File: config.mk
export PLATFORM = sky130hd
export DESIGN_NAME = uart_rx_ctrl
export DESIGN_NICKNAME = d
export VERILOG_FILES = /design/src/rtl/uart_pkg.sv /design/src/rtl/uart_rx_fifo.sv /design/src/rtl/uart_rx_ctrl.sv
export SDC_FILE = /design/constraint.sdc
export NUM_CORES = 1
export LEC_CHECK = 0
export ABC_CLOCK_PERIOD_IN_PS = 2850
export BUFFER_PORTS_ARGS = -buffer_cell sky130_fd_sc_hd__buf_2
export CORE_UTILIZATION = 45
export CTS_BUF_LIST = sky130_fd_sc_hd__clkbuf_2 sky130_fd_sc_hd__clkbuf_4 sky130_fd_sc_hd__clkbuf_8
export DETAILED_ROUTE_END_ITERATION = 10
export PLACE_DENSITY = 0.77
export SYNTH_ARGS = -nofsm -noshare
export SYNTH_HDL_FRONTEND = slang
export SYNTH_SLANG_ARGS = --single-unit
File: constraint.sdc
create_clock -name clk -period 2.85 [get_ports clk]
set_input_delay 0.57 -clock clk [delete_from_list [all_inputs] [get_ports clk]]
set_output_delay 0.57 -clock clk [all_outputs]
set_load 0.02 [all_outputs]
File: src/rtl/uart_pkg.sv
// uart_pkg
// Shared types for the UART receive path.
//   rx_state_t : receiver FSM states
//   rx_frame_t : one received frame as buffered in the FIFO {ferr, perr, data}
//   count_w()  : width of an occupancy counter able to hold 0..depth
package uart_pkg;

    // Frame data width carried by rx_frame_t; the receiver WIDTH_SIZE must match.
    localparam int RX_WIDTH = 8;

    typedef enum logic [2:0] {
        IDLE,
        START,
        DATA,
        PARITY,
        STOP
    } rx_state_t;

    typedef struct packed {
        logic                ferr;
        logic                perr;
        logic [RX_WIDTH-1:0] data;
    } rx_frame_t;

    function automatic int count_w(input int depth);
        return $clog2(depth + 1);
    endfunction

endpackage

File: src/rtl/uart_rx_fifo.sv
// uart_rx_fifo
// Show-ahead frame FIFO: the head entry is presented combinationally from
// storage while the FIFO is non-empty.
// Ports:
//   clk, reset  : clock, asynchronous active-low reset
//   push        : write push_data (ignored when full unless popping the same cycle)
//   push_data   : frame to write
//   pop         : retire the head entry (ignored when empty)
//   head        : current head entry
//   full, empty : occupancy flags
//   count       : number of entries held
module uart_rx_fifo
    import uart_pkg::*;
#(
    parameter int  DEPTH = 4,
    parameter type T     = rx_frame_t
) (
    input  logic                      clk,
    input  logic                      reset,
    input  logic                      push,
    input  T                          push_data,
    input  logic                      pop,
    output T                          head,
    output logic                      full,
    output logic                      empty,
    output logic [count_w(DEPTH)-1:0] count
);

    localparam int PW = $clog2(DEPTH);
    localparam int CW = count_w(DEPTH);

    T                mem [DEPTH];
    logic [PW-1:0]   wr_ptr;
    logic [PW-1:0]   rd_ptr;
    logic            do_push;
    logic            do_pop;

    assign full    = (count == CW'(DEPTH));
    assign empty   = (count == '0);
    // A pop frees the slot in the same cycle, so a push into a full FIFO is
    // accepted when the head is being retired.
    assign do_push = push & (~full | pop);
    assign do_pop  = pop & ~empty;
    assign head    = mem[rd_ptr];

    always_ff @(posedge clk or negedge reset) begin
        if (!reset) begin
            wr_ptr <= '0;
            rd_ptr <= '0;
            count  <= '0;
            for (int i = 0; i < DEPTH; i++) begin
                mem[i] <= '0;
            end
        end else begin
            if (do_push) begin
                mem[wr_ptr] <= push_data;
                wr_ptr      <= wr_ptr + PW'(1);
            end
            if (do_pop) begin
                rd_ptr <= rd_ptr + PW'(1);
            end
            case ({do_push, do_pop})
                2'b10:   count <= count + CW'(1);
                2'b01:   count <= count - CW'(1);
                default: count <= count;
            endcase
        end
    end

endmodule

File: src/rtl/uart_rx_ctrl.sv
// uart_rx_ctrl
// UART receiver: 2-flop line synchronizer, sample-tick generator, oversampled
// start/data/parity/stop FSM, frame FIFO and valid/ready host delivery.
// Ports:
//   clk, reset   : clock, asynchronous active-low reset
//   rx_in        : raw serial line (asynchronous, idle high)
//   enable       : receiver enable; low forces the FSM idle, FIFO retained
//   baud_div     : clocks per sample tick (0 behaves as 1)
//   pf_cfg       : even parity bit present, latched at start of frame
//   out_valid    : head frame available
//   out_ready    : host accepts head frame
//   out_data     : head frame data
//   out_perr     : head frame parity error
//   out_ferr     : head frame framing error
//   overrun      : sticky, a frame was dropped on a full FIFO
//   overrun_clr  : clears overrun (a simultaneous drop wins)
//   fifo_count   : frames held
module uart_rx_ctrl
    import uart_pkg::*;
#(
    parameter int WIDTH_SIZE = RX_WIDTH,
    parameter int OVERSAMPLE = 16,
    parameter int FIFO_DEPTH = 4
) (
    input  logic                           clk,
    input  logic                           reset,
    input  logic                           rx_in,
    input  logic                           enable,
    input  logic [15:0]                    baud_div,
    input  logic                           pf_cfg,
    output logic                           out_valid,
    input  logic                           out_ready,
    output logic [WIDTH_SIZE-1:0]          out_data,
    output logic                           out_perr,
    output logic                           out_ferr,
    output logic                           overrun,
    input  logic                           overrun_clr,
    output logic [count_w(FIFO_DEPTH)-1:0] fifo_count
);

    localparam int OSW = $clog2(OVERSAMPLE);
    localparam int BW  = $clog2(WIDTH_SIZE + 1);
    localparam logic [OSW-1:0] OS_LAST = OSW'(OVERSAMPLE - 1);
    localparam logic [OSW-1:0] OS_HALF = OSW'(OVERSAMPLE / 2 - 1);
    localparam logic [BW-1:0]  BIT_LAST = BW'(WIDTH_SIZE - 1);

    logic                  rx_p0;
    logic                  rx_s;
    logic [15:0]           tick_cnt;
    logic [15:0]           div_m1;
    logic                  tick;
    rx_state_t             state;
    logic [OSW-1:0]        os_cnt;
    logic [BW-1:0]         bit_cnt;
    logic [WIDTH_SIZE-1:0] shreg;
    logic                  par_acc;
    logic                  perr_r;
    logic                  pf_l;
    logic                  armed;
    logic                  push;
    logic                  pop;
    logic                  full;
    logic                  empty;
    rx_frame_t             push_frame;
    rx_frame_t             head;

    // Line synchronizer
    always_ff @(posedge clk or negedge reset) begin
        if (!reset) begin
            rx_p0 <= 1'b1;
            rx_s  <= 1'b1;
        end else begin
            rx_p0 <= rx_in;
            rx_s  <= rx_p0;
        end
    end

    // Tick generator; >= keeps a lowered baud_div from running the counter to wrap.
    assign div_m1 = (baud_div == 16'd0) ? 16'd0 : baud_div - 16'd1;
    assign tick   = enable & (tick_cnt >= div_m1);

    always_ff @(posedge clk or negedge reset) begin
        if (!reset) begin
            tick_cnt <= '0;
        end else if (!enable || tick) begin
            tick_cnt <= '0;
        end else begin
            tick_cnt <= tick_cnt + 16'd1;
        end
    end

    // Receive FSM, advancing on tick cycles only
    always_ff @(posedge clk or negedge reset) begin
        if (!reset) begin
            state   <= IDLE;
            os_cnt  <= '0;
            bit_cnt <= '0;
            shreg   <= '0;
            par_acc <= 1'b0;
            perr_r  <= 1'b0;
            pf_l    <= 1'b0;
            armed   <= 1'b0;
        end else if (!enable) begin
            state  <= IDLE;
            os_cnt <= '0;
            armed  <= 1'b0;
        end else if (tick) begin
            case (state)
                IDLE: begin
                    // Arming needs a high line first, so a held break cannot retrigger.
                    if (armed && !rx_s) begin
                        state  <= START;
                        os_cnt <= '0;
                        pf_l   <= pf_cfg;
                        armed  <= 1'b0;
                    end else if (rx_s) begin
                        armed <= 1'b1;
                    end
                end
                START: begin
                    if (os_cnt == OS_HALF) begin
                        os_cnt <= '0;
                        if (rx_s) begin
                            state <= IDLE;
                        end else begin
                            state   <= DATA;
                            bit_cnt <= '0;
                            par_acc <= 1'b0;
                            perr_r  <= 1'b0;
                        end
                    end else begin
                        os_cnt <= os_cnt + OSW'(1);
                    end
                end
                DATA: begin
                    // Counting from mid-start, the terminal count lands mid-bit.
                    if (os_cnt == OS_LAST) begin
                        os_cnt  <= '0;
                        shreg   <= (shreg >> 1) | (WIDTH_SIZE'(rx_s) << (WIDTH_SIZE - 1));
                        par_acc <= par_acc ^ rx_s;
                        bit_cnt <= bit_cnt + BW'(1);
                        if (bit_cnt == BIT_LAST) begin
                            state <= pf_l ? PARITY : STOP;
                        end
                    end else begin
                        os_cnt <= os_cnt + OSW'(1);
                    end
                end
                PARITY: begin
                    if (os_cnt == OS_LAST) begin
                        os_cnt <= '0;
                        perr_r <= par_acc ^ rx_s;
                        state  <= STOP;
                    end else begin
                        os_cnt <= os_cnt + OSW'(1);
                    end
                end
                STOP: begin
                    if (os_cnt == OS_LAST) begin
                        os_cnt <= '0;
                        state  <= IDLE;
                    end else begin
                        os_cnt <= os_cnt + OSW'(1);
                    end
                end
                default: begin
                    state  <= IDLE;
                    os_cnt <= '0;
                end
            endcase
        end
    end

    // Frame push on the stop-bit mid-sample, errors included
    assign push            = (state == STOP) & tick & (os_cnt == OS_LAST);
    assign push_frame.ferr = ~rx_s;
    assign push_frame.perr = perr_r;
    assign push_frame.data = shreg;

    uart_rx_fifo #(
        .DEPTH (FIFO_DEPTH),
        .T     (rx_frame_t)
    ) u_fifo (
        .clk       (clk),
        .reset     (reset),
        .push      (push),
        .push_data (push_frame),
        .pop       (pop),
        .head      (head),
        .full      (full),
        .empty     (empty),
        .count     (fifo_count)
    );

    // Host delivery
    assign out_valid = ~empty;
    assign pop       = out_valid & out_ready;
    assign out_data  = head.data;
    assign out_perr  = head.perr;
    assign out_ferr  = head.ferr;

    always_ff @(posedge clk or negedge reset) begin
        if (!reset) begin
            overrun <= 1'b0;
        end else if (push && full && !pop) begin
            overrun <= 1'b1;
        end else if (overrun_clr) begin
            overrun <= 1'b0;
        end
    end

endmodule

==> run_results.csv <==
group,metric,value,unit
synthesis,synthArstFlopShare,1.00,
setup_path,cp-end-kind,"flop",
sta,timing.final.ws_setup,-885,ps
routing,ant_nets,0,
setup_path,arrival,4010,ps
floorplan,die-area,0.0114,mm^2
power_and_ir_drop,ir_worst_vdd,294,uV
sta,hold_viol_final,0,
setup_path,worstSetupStartpointType,"input pin",
sta,slew_violations,0,
routing,drc,0,
global_routing,grt_max_degree,50,
run_status,violations,"setup timing",
sta,finalClockSkew,17.7,ps
global_routing,overflow,0,
sta,relSlewSlack,0.543,
place,portBuffers,37,
layout,antenna_cells,0,
setup_path,crit_path_top_delay_cell,"or4_4",
power_and_ir_drop,switchingPower,0.000749,W
synthesis,yosysSeqAreaShare,0.453,
floorplan,start_util,0.471,
global_routing,grt_usage,0.223,
synthesis,ys.warnings.count,0,
layout,area_delta_synth_final,33.9,%
run_status,status,"finished with violations",
synthesis,syn_inst,441,
clock_tree,clk_pin_slew,90,ps
layout,drive_gt1_frac,0.456,
floorplan,die_x,107,um
run,cap_violations,0,
global_routing,antenna_found_initial,0,
sta,maxClockFrequency,0.268,GHz
clock_tree,clockRootBuffer,"clkbuf_8",
routing,vias,3802,
sta,worstMarginPinSlew,686,ps
synthesis,synth_seq_cells,89,
layout,final_cell_mix,"dfrtp_1, buf_4, buf_2",
power_and_ir_drop,p_per_area,382,mW/mm^2
power_and_ir_drop,p_int,0.00177,W
clock_tree,cts-htree-levels,3,
layout,layout.nets,589,
global_routing,grt_pass1_wl,19700,um
synthesis,synth_edf_count,0,
place,hpwl,7910,um
setup_path,crit_chain,"buf_6, or4_4, buf_4, nor3_1, xor2_1, nand2_4, ha_4, nand2_2, nor3_4, nand4b_1, buf_4, and3_4, buf_6, or4_4, o31ai_2",
synthesis,yosys_most_used_dff,"dfrtp_1",
global_routing,busiest_layer,"met2",
routing,drt_first_pass_iters,4,
routing,totalWireLength,12200,um
power_and_ir_drop,sequentialPowerShare,0.526,
power_and_ir_drop,power,0.00252,W
sta,fin_tns_setup,-54740,ps
power_and_ir_drop,swShare,0.298,
global_routing,use_met1,0.284,
global_routing,grtUsageMet2,0.375,
place,place.gp.congestion,0.884,
clock_tree,cts_tree,"done",
clock_tree,clk_path_buf_depth,2,
clock_tree,numCtsBuffers,9,
routing,drt-vias-per-instance,5.59,
clock_tree,clkLatencyLatePin,380,ps
routing,drtIter0Drc,200,
floorplan,chipHeight,107,um
floorplan,core_area,0.0105,mm^2
sta,post-route-period-util,1.31,
setup_path,worst-path-buf-inv,4,
clock_tree,hold_buffers,0,
power_and_ir_drop,p_leak,3.12,nW
sta,fin_crit,3740,ps
setup_path,crit_path_max_incr_delay,570,ps
synthesis,syn_area,0.00493,mm^2
clock_tree,cts_sinks,89,
floorplan,ios,38,
setup_path,crit_family,"simple AND/OR/NAND/NOR gates",
worst_hold_path,hold_class,"in2async",
setup_path,crit_type,"in2reg",
global_routing,grt_pass1_vias,3991,
sta,setup_viol,85,
power_and_ir_drop,combPwrFrac,0.156,
power_and_ir_drop,clock_power_share,0.318,
synthesis,syn_nets,491,
sta,rsz0062_at_grt,"yes",
global_routing,grtUsageMet3,0.0365,
setup_path,cp.required,3120,ps
setup_path,cp_max_fo,4,
routing,wl_per_cell,17.9,um
synthesis,synth.avg_cell_area,11.2,um^2
layout,fin_util,0.630,
synthesis,yosysUniqueCellTypes,50,
layout,layout_commonest_cell,"dfrtp_1",
floorplan,rows,37,
[per-layer routing]
layer	routed length, um	vias up
met5	0	-
met4	265	0
met3	533	25
met2	6190	111
met1	5210	1895
li1	-	1771
[state kept, by name, indices dropped and copies added, names as in the netlist]
register / flops
u_fifo.mem: 40
u_fifo.rd_ptr: 2
overrun: 1
u_fifo.count: 3
pf_l: 1
par_acc: 1
tick_cnt: 16
u_fifo.wr_ptr: 2
rx_p0: 1
perr_r: 1
rx_s: 1
shreg: 8
bit_cnt: 4
state: 3
os_cnt: 4
armed: 1
[power groups by stage]
stage                     clock network (W)  registers, W  logic (W)
after floorplan                           0       0.00132   0.000206
after global placement                    0       0.00134   0.000308
after detailed placement                  0       0.00134   0.000317
after CTS                          0.000802       0.00132   0.000373
after global routing               0.000852       0.00133   0.000430
final                              0.000799       0.00132   0.000392
[stage by stage]
step                      setup WS, ps  hold slack (ps)  cells  instance area [um^2]
final                             -885              199    680                  6600
after global routing             -1060              245    680                  6600
after CTS                         -894              219    680                  6500
after detailed placement         -1320              347    650                  5790
after global placement           -1210              348    650                  5790
after floorplan                  -1060              274    441                  5100
[cells in the mapped netlist (4+ instances only)]
cell | n | area share
a21oi_1 | 10 | 0.010
and3_1 | 8 | 0.010
clkbuf_1 | 10 | 0.0076
dfrtp_1 | 87 | 0.44
ha_1 | 26 | 0.066
inv_1 | 19 | 0.014
mux2_2 | 38 | 0.087
mux2_4 | 9 | 0.027
mux2i_1 | 10 | 0.020
mux4_2 | 10 | 0.046
nand2_1 | 40 | 0.030
nand2b_1 | 8 | 0.010
nand3_1 | 19 | 0.019
nor2_1 | 35 | 0.027
nor2b_1 | 4 | 0.0051
nor3_1 | 12 | 0.012
nor4_1 | 4 | 0.0051
o21ai_0 | 10 | 0.010
o41ai_1 | 6 | 0.011
xnor2_1 | 10 | 0.018
xor2_1 | 22 | 0.039
[what timing repair did]
| action | 4_1_cts | 5_1_grt |
|---|---|---|
| gates resized for setup | 91 | 20 |
| gates cloned | 4 | 0 |
| setup endpoints to repair | 85 | 85 |
| setup buffers | 12 | 3 |
| pin swaps | 42 | 12 |
[cell type report]
type	count	area, um^2
Clock buffer	10	131
Clock inverter	6	41.3
Fill cell	794	3870
Inverter	19	71.3
Multi-Input combinational cell	320	3110
Sequential cell	89	2230
Tap cell	136	170
Timing Repair Buffer	100	837
[worst reg2reg max path, cell delays in order (launching register included)]
cell and delay, ps:
dfrtp_1 410, ha_1 360, nand4_4 140, nor3_4 160, nand4b_1 200, buf_4 190, and3_4 170, buf_6 120
or4_4 570, o31ai_2 230
[path summary, 6_finish.rpt]
check | slack (ps) | from | end | depth (start not counted)
max | -890 | baud_div[9] | bit_cnt[3] | 15
min | 200 | reset | tick_cnt[15] | 1
max in group asynchronous | 1880 | reset | u_fifo.mem[31] | 2
min reg2reg | 370 | rx_p0 | rx_s | 0
max reg2reg | 200 | tick_cnt[15] | bit_cnt[3] | 9
min in group clk | 290 | rx_in | rx_p0 | 1
[logic make-up (layout without fill, tap and decap cells)]
logic type | after synthesis | after routing | synth area share
AND/OR/NAND/NOR | 151 | 152 | 0.154
flip-flops | 89 | 89 | 0.453
multiplexers | 67 | 67 | 0.180
AO/OA/AOI/OAI | 42 | 42 | 0.0587
buffers and inverters | 33 | 135 | 0.0269
XOR/XNOR | 32 | 32 | 0.0569
adder cells (fa/ha/maj) | 27 | 27 | 0.0701
Note: power is estimated with default switching activity, not from simulation.
